`config.mk`:
```
export PLATFORM = sky130hd
export DESIGN_NAME = mod_counter
export DESIGN_NICKNAME = d
export VERILOG_FILES = /design/src/rtl/mod_counter.sv
export SDC_FILE = /design/constraint.sdc
export NUM_CORES = 1
export LEC_CHECK = 0
export BUFFER_PORTS_ARGS = -buffer_cell sky130_fd_sc_hd__buf_2
export CAP_MARGIN = 15
export CORE_MARGIN = 3
export CORE_UTILIZATION = 51
export CTS_CLUSTER_SIZE = 28
export DETAILED_ROUTE_END_ITERATION = 12
export PLACE_DENSITY = 0.82
export RECOVER_POWER = 100
export SLEW_MARGIN = 5
export SYNTH_ARGS = -nofsm -noshare
export SYNTH_HDL_FRONTEND = slang
export SYNTH_SLANG_ARGS = --single-unit
```
`constraint.sdc`:
```
create_clock -name clk_1Hz -period 2.2 [get_ports clk_1Hz]
set_input_delay 0.22 -clock clk_1Hz [delete_from_list [all_inputs] [get_ports clk_1Hz]]
set_output_delay 0.22 -clock clk_1Hz [all_outputs]
set_load 0.01 [all_outputs]
```
`src/rtl/mod_counter.sv`:
```
`default_nettype none
// +----------------------------------------------------------------------------+
// | Module   : mod_counter                                                     |
// | Purpose  : Parametrised modulo-N time-base counter (seconds / minutes /    |
// |            hours stage). All stages run on the one clk_1Hz clock and are   |
// |            chained by wiring carry_out of one stage to en of the next.     |
// |            Supports up/down counting, synchronous clear, parallel load     |
// |            with saturating clamp, and a combinational carry so a cascade   |
// |            rolls over on a single edge (00:59 -> 01:00).                   |
// | Params   : MODULUS (count range 0..MODULUS-1, 2..2**WIDTH)                 |
// |            WIDTH   (width of count / load_val)                             |
// |            INIT    (count value after reset, < MODULUS)                    |
// | Ports    : clk_1Hz   in  1      clock, rising edge                         |
// |            rst       in  1      asynchronous active-high reset             |
// |            en        in  1      count enable                               |
// |            up_dn     in  1      1 = count up, 0 = count down               |
// |            clear     in  1      synchronous clear to 0 (highest priority)  |
// |            load      in  1      synchronous parallel load                  |
// |            load_val  in  WIDTH  value for load (clamped to MODULUS-1)      |
// |            count     out WIDTH  registered count                           |
// |            tick      out 1      registered pulse, cycle after a wrap edge  |
// |            carry_out out 1      combinational: next edge will wrap         |
// | Option   : MOD_COUNTER_BCD_EN adds bcd_tens / bcd_ones (out 4 each),       |
// |            registered decimal digits of count; requires MODULUS <= 100.    |
// | Revision : 1.0 - initial release                                           |
// +----------------------------------------------------------------------------+
module mod_counter #(
  parameter int MODULUS = 60,
  parameter int WIDTH   = 6,
  parameter int INIT    = 0
) (
  input  logic             clk_1Hz,
  input  logic             rst,
  input  logic             en,
  input  logic             up_dn,
  input  logic             clear,
  input  logic             load,
  input  logic [WIDTH-1:0] load_val,
  output logic [WIDTH-1:0] count,
  output logic             tick,
  output logic             carry_out
`ifdef MOD_COUNTER_BCD_EN
  ,
  output logic [3:0]       bcd_tens,
  output logic [3:0]       bcd_ones
`endif
);

  localparam logic [WIDTH-1:0] c_MAX     = WIDTH'(MODULUS - 1);
  localparam logic [WIDTH-1:0] c_INIT    = WIDTH'(INIT);
  localparam logic [WIDTH-1:0] c_ONE     = WIDTH'(1);
  // One extra bit so MODULUS = 2**WIDTH is representable in the clamp compare.
  localparam logic [WIDTH:0]   c_MOD_EXT = (WIDTH + 1)'(MODULUS);

  // Elaboration-time legality checks on the parameters.
  if ((MODULUS < 2) || (MODULUS > (2 ** WIDTH))) begin : g_bad_modulus
    $error("mod_counter: MODULUS must be in 2..2**WIDTH");
  end
  if ((INIT < 0) || (INIT >= MODULUS)) begin : g_bad_init
    $error("mod_counter: INIT must be below MODULUS");
  end

  logic [WIDTH-1:0] count_q, count_d;
  logic             tick_q, tick_d;

  logic             w_at_max;
  logic             w_at_zero;
  logic [WIDTH-1:0] w_load_clamped;

  // Wrap is detected by explicit compare with the terminal value rather than
  // arithmetic overflow, so MODULUS = 2**WIDTH still reports tick.
  always_comb begin
    w_at_max       = (count_q == c_MAX);
    w_at_zero      = (count_q == '0);
    w_load_clamped = ({1'b0, load_val} < c_MOD_EXT) ? load_val : c_MAX;

    count_d = count_q;
    tick_d  = 1'b0;

    if (clear) begin
      count_d = '0;
    end else if (load) begin
      count_d = w_load_clamped;
    end else if (en) begin
      if (up_dn) begin
        if (w_at_max) begin
          count_d = '0;
          tick_d  = 1'b1;
        end else begin
          count_d = count_q + c_ONE;
        end
      end else begin
        if (w_at_zero) begin
          count_d = c_MAX;
          tick_d  = 1'b1;
        end else begin
          count_d = count_q - c_ONE;
        end
      end
    end

    // Must mirror exactly the conditions that set tick_d so a downstream
    // stage enabled by it steps on the same edge this stage wraps.
    carry_out = en & ~clear & ~load & (up_dn ? w_at_max : w_at_zero);
  end

  always_ff @(posedge clk_1Hz or posedge rst) begin
    if (rst) begin
      count_q <= c_INIT;
      tick_q  <= 1'b0;
    end else begin
      count_q <= count_d;
      tick_q  <= tick_d;
    end
  end

  assign count = count_q;
  assign tick  = tick_q;

`ifdef MOD_COUNTER_BCD_EN
  if (MODULUS > 100) begin : g_bcd_range_err
    $error("mod_counter: BCD outputs require MODULUS <= 100");
  end

  localparam logic [3:0] c_BCD_TENS_INIT = 4'(INIT / 10);
  localparam logic [3:0] c_BCD_ONES_INIT = 4'(INIT % 10);

  logic [3:0] bcd_tens_q, bcd_tens_d;
  logic [3:0] bcd_ones_q, bcd_ones_d;
  logic [7:0] w_count_d8;

  // Digits are derived from count_d (not count_q) so they load on the same
  // edge as count and are never a cycle behind. Values are < 100, so 8 bits
  // hold every legal count.
  always_comb begin
    w_count_d8 = 8'(count_d);
    bcd_tens_d = 4'(w_count_d8 / 8'd10);
    bcd_ones_d = 4'(w_count_d8 % 8'd10);
  end

  always_ff @(posedge clk_1Hz or posedge rst) begin
    if (rst) begin
      bcd_tens_q <= c_BCD_TENS_INIT;
      bcd_ones_q <= c_BCD_ONES_INIT;
    end else begin
      bcd_tens_q <= bcd_tens_d;
      bcd_ones_q <= bcd_ones_d;
    end
  end

  assign bcd_tens = bcd_tens_q;
  assign bcd_ones = bcd_ones_q;
`endif

endmodule
`default_nettype wire
```
### Word-level counts from Yosys, hierarchy flattened

Index checks and enable logic that the tools add are counted.

* logic and storage cells: 27
* RAM bits: 0
* memories: 0
* ROM bits: 0
* register bits: 7
* output and inout port bits: 8
* bits in latches: 0
* input bits: 12

* bitwise operators: 5
* $add $sub $neg: 2
* div/mod/pow operators: 0
* reduce and logical (&&, ||, !) cells: 2
* multipliers: 0
* shift operators: 0
* multiplexer cells: 14
* equality and inequality tests: 1
* magnitude comparators: 1

Operators by type and width (count)
* $mux W6: 7
* $mux W1: 7
* $add A6 B1 Y6 const B: 1
* $eq A6 B6 Y1 const B: 1
* $logic_not A6 Y1: 1
* $lt A6 B6 Y1 const B: 1
* $sub A6 B1 Y6 const B: 1
* $and A1 B1 Y1: 3
* $reduce_bool A3 Y1: 1
* $not A1 Y1: 2

### Logic depth before layout (Yosys ltp)

* word-level depth: 6
* depth in mapped cells: 6
* depth with buffers taken out: 6

### Worst setup path after synthesis

Ideal clock, no wire load.

* kind: reg2out
* start: register count_q[0], in the netlist count[0]
* end: output carry_out
* data arrival time: 1492 ps
* path slack: 488 ps
* buffers on the path: 0
* stages on the path, launching flop included: 6
* cell sequence: dfrtp_1 ha_1 nand2b_1 or3_1 o41ai_1 and3_1

* cells in the longest elaborated chain, start to end: 3
* elaborated cells on any way between the ends: 4
* those cells by class: eq/ne: 1; mux: 1; bitwise: 1; reduce/logical: 1

Ends and longest elaborated chain
* start: declaration: line 63 `logic [WIDTH-1:0] count_q, count_d;`
* start signal: assignment: line 109 `count_q <= c_INIT;`
* start signal: assignment: line 112 `count_q <= count_d;`
* $eq A6 B6 Y1 / $logic_not A6 Y1 (equally long branches): line 73, 74
* $mux W1 *: line 104 `carry_out = en & ~clear & ~load & (up_dn ? w_at_max : w_at_zero);`
* $and A1 B1 Y1 *: line 104
* end: declaration: line 41 `output logic carry_out`

Mark *: on every way between the ends. The rest lies on a longest branch, timed or not.

### Final worst setup path

Ends and elaborated chain as after synthesis.

==> results_dict.tcl <==
set metrics [dict create \
    syn_avg_cell_area_um2 8.05 \
    clk_path_buf_depth 2 \
    fin_tns_setup_ps 0 \
    grt_max_degree 17 \
    total_power_w 0.000418 \
    io_pins 20 \
    min_path_type "in2reg" \
    slew_headroom 0.679 \
    drc 0 \
    min_period_ps 2050 \
    grt_overflow_total 0 \
    max_clock_freq_ghz 0.488 \
    antenna_cells 0 \
    clock_latency_ps 260 \
    numPortBuffers 19 \
    routed_via_density 6.38 \
    die_x_um 44.3 \
    synth_seq_cells 7 \
    vias 797 \
    async_flop_share 1.00 \
    drt_wl_total_um 1930 \
    num_rows 13 \
    wl_per_cell_um 15.4 \
    place.gp.congestion 0.889 \
    cts_tree "done" \
    h-tree-depth 1 \
    synth_edf_count 0 \
    seq_area_frac_synth 0.234 \
    fin_crit_sh 0.932 \
    grt_setup_unrepaired "false" \
    dp.cells 120 \
    slew_viol_final 0 \
    crit_required_ps 1980 \
    worstPathMaxFanout 9 \
    status "completed" \
    netlist_area_um2 748 \
    crit_path_top_delay_cell "dfrtp_2" \
    critical_path_class "reg2out" \
    worst_slew_pin_slew_ps 475 \
    dieArea_um2 1960 \
    grt_usage 0.206 \
    cts_buffers 3 \
    fin_skew_ps 7.99 \
    cts_setup_buffers 0 \
    area_delta_synth_final_pct 12.5 \
    ys.warnings.count 0 \
    critPathLaunchType "flip-flop" \
    syn_nets 108 \
    clk_pin_slew_ps 60 \
    preCtsSetupSlack_ps 332 \
    synth.top_cells.by_area "dfrtp_1 23%, ha_1 5.0%, nor2_1 4.5%" \
    grt_pass1_wl_um 3010 \
    fin_nets 126 \
    instances_no_fill 125 \
    clock-root-buffer "clkbuf_4" \
    core_area_um2 1330 \
    yosysUniqueCellTypes 42 \
    grt_pass1_vias 654 \
    whs_ps 230 \
    antenna_found_initial 0 \
    r2r-start "count[0]" \
    hold_violations 0 \
    cp-end-kind "output pin" \
    yosys-top-cells-count "9 x nor2_1, 7 x dfrtp_1, 6 x nand2_1" \
    timing.rr.end "count[4]" \
    route.antenna.remaining_nets 0 \
    setup_viol 0 \
    cp_data_arrival_time_ps 1830 \
    synth_largest_area_cell "dfrtp_1" \
    start_util 0.561 \
    synth.most_common_cell "nor2_1" \
    fin_ws_ps 149 \
    critPathLaunch "count[0]" \
    dpl.hpwl_um 1410 \
    synth_ff_type "dfrtp_1" \
    ff2ff_path_depth 6 \
    ir_worst_vdd_mv 0.316 \
    reg2reg_slack_ps 420 \
    die-height_um 44.3 \
    dr.pass1.iters 4 \
    synth_top_area_share 0.234 \
    clock_sinks 7 \
    netlist_instances 93 \
    path_cells "ha_1, nand2b_1, or3_1, o41ai_2, and3_1, buf_2" \
    max_stage_delay_ps 430 \
    leakagePower_nw 0.372 \
    power_density_nw_per_um2 497 \
    crit_end "carry_out" \
    drv_cap 0 \
    drive_above_1_share 0.227 \
    drtIter0Drc 26 \
]
-- cells in the final DEF, fill, tap and decap left out, types with 3 or more instances in the layout --
master / netlist / final
nor3b_1: 2 / 3
dfrtp_1: 7 / 5
a21oi_1: 3 / 4
nor3_1: 5 / 5
clkbuf_4: 0 / 3
nand3_1: 4 / 4
o21ai_0: 3 / 3
ha_1: 3 / 3
nor2_1: 9 / 9
clkbuf_1: 2 / 6
nand2_1: 6 / 6
inv_1: 5 / 5
buf_2: 3 / 14
-- state kept, by name, summed over array words and instances, names as in the netlist --
register  flops
tick          1
count         6
-- area by class of cell --
| type | instances | area [um^2] |
|---|---|---|
| Fill cell | 134 | 492 |
| Inverter | 6 | 36.3 |
| Multi-Input combinational cell | 73 | 484 |
| Timing Repair Buffer | 20 | 98.8 |
| Tap cell | 15 | 18.8 |
| Clock buffer | 4 | 26.3 |
| Sequential cell | 7 | 178 |
-- through the flow --
step,utilization,instance area [um^2]
after floorplan,-,748
after global placement,0.612,816
after detailed placement,0.612,816
after CTS,0.639,852
after global routing,0.631,842
final,0.631,842
-- layer usage --
layer  wire length, um  up-vias  share of wire  track usage
li1                  -      384              -            -
met1               836      368           0.43        0.298
met2               893       43           0.46        0.297
met3               185        2          0.096       0.0447
met4                16        0         0.0083       0.0843
met5                 0        -              0            0
-- repair_timing --
item | in CTS | in global routing
hold buffers | 1 | 0
endpoints found under the setup margin | 0 | 1
gates resized for setup | 0 | 3
hold endpoints to repair | 7 | 0
-- kinds of logic (layout without fill, tap and decap cells) --
logic type,after synthesis,count (layout),share of synthesized area
xor+xnor,1,1,0.0117
compound gates,28,28,0.284
flops,7,7,0.234
fa+ha+maj,3,3,0.0502
buf+inv,13,30,0.110
simple gates,41,41,0.309
-- report_power, final --
part / internal (W) / total [W] / switching, W / leakage (nW)
clock: 0.0000693 / 0.000118 / 0.0000492 / 0.0150
combinational: 0.0000607 / 0.000135 / 0.0000742 / 0.268
sequential: 0.000138 / 0.000165 / 0.0000266 / 0.0896
-- worst max-delay path, delay by kind of cell, from the launching register on --
kind	cells	cell delay [ps]
AND/OR/NAND/NOR	3	710
flip-flops	1	430
adder cells (fa/ha/maj)	1	230
buffers and inverters	1	120
AO/OA/AOI/OAI	1	90
-- how the worst min path moves through the flow --
| stage | startpoint | end | slack [ps] | cells past startpoint |
|---|---|---|---|---|
| global placement | rst | count[5] | 160 | 2 |
| floorplan | rst | count[0] | 20 | 1 |
| finish | clear | count[0] | 230 | 2 |
| global route | clear | count[4] | 240 | 2 |
| detailed placement | rst | count[5] | 160 | 2 |
| CTS | clear | count[4] | 210 | 2 |
Note: power is estimated with default switching activity, not from simulation.
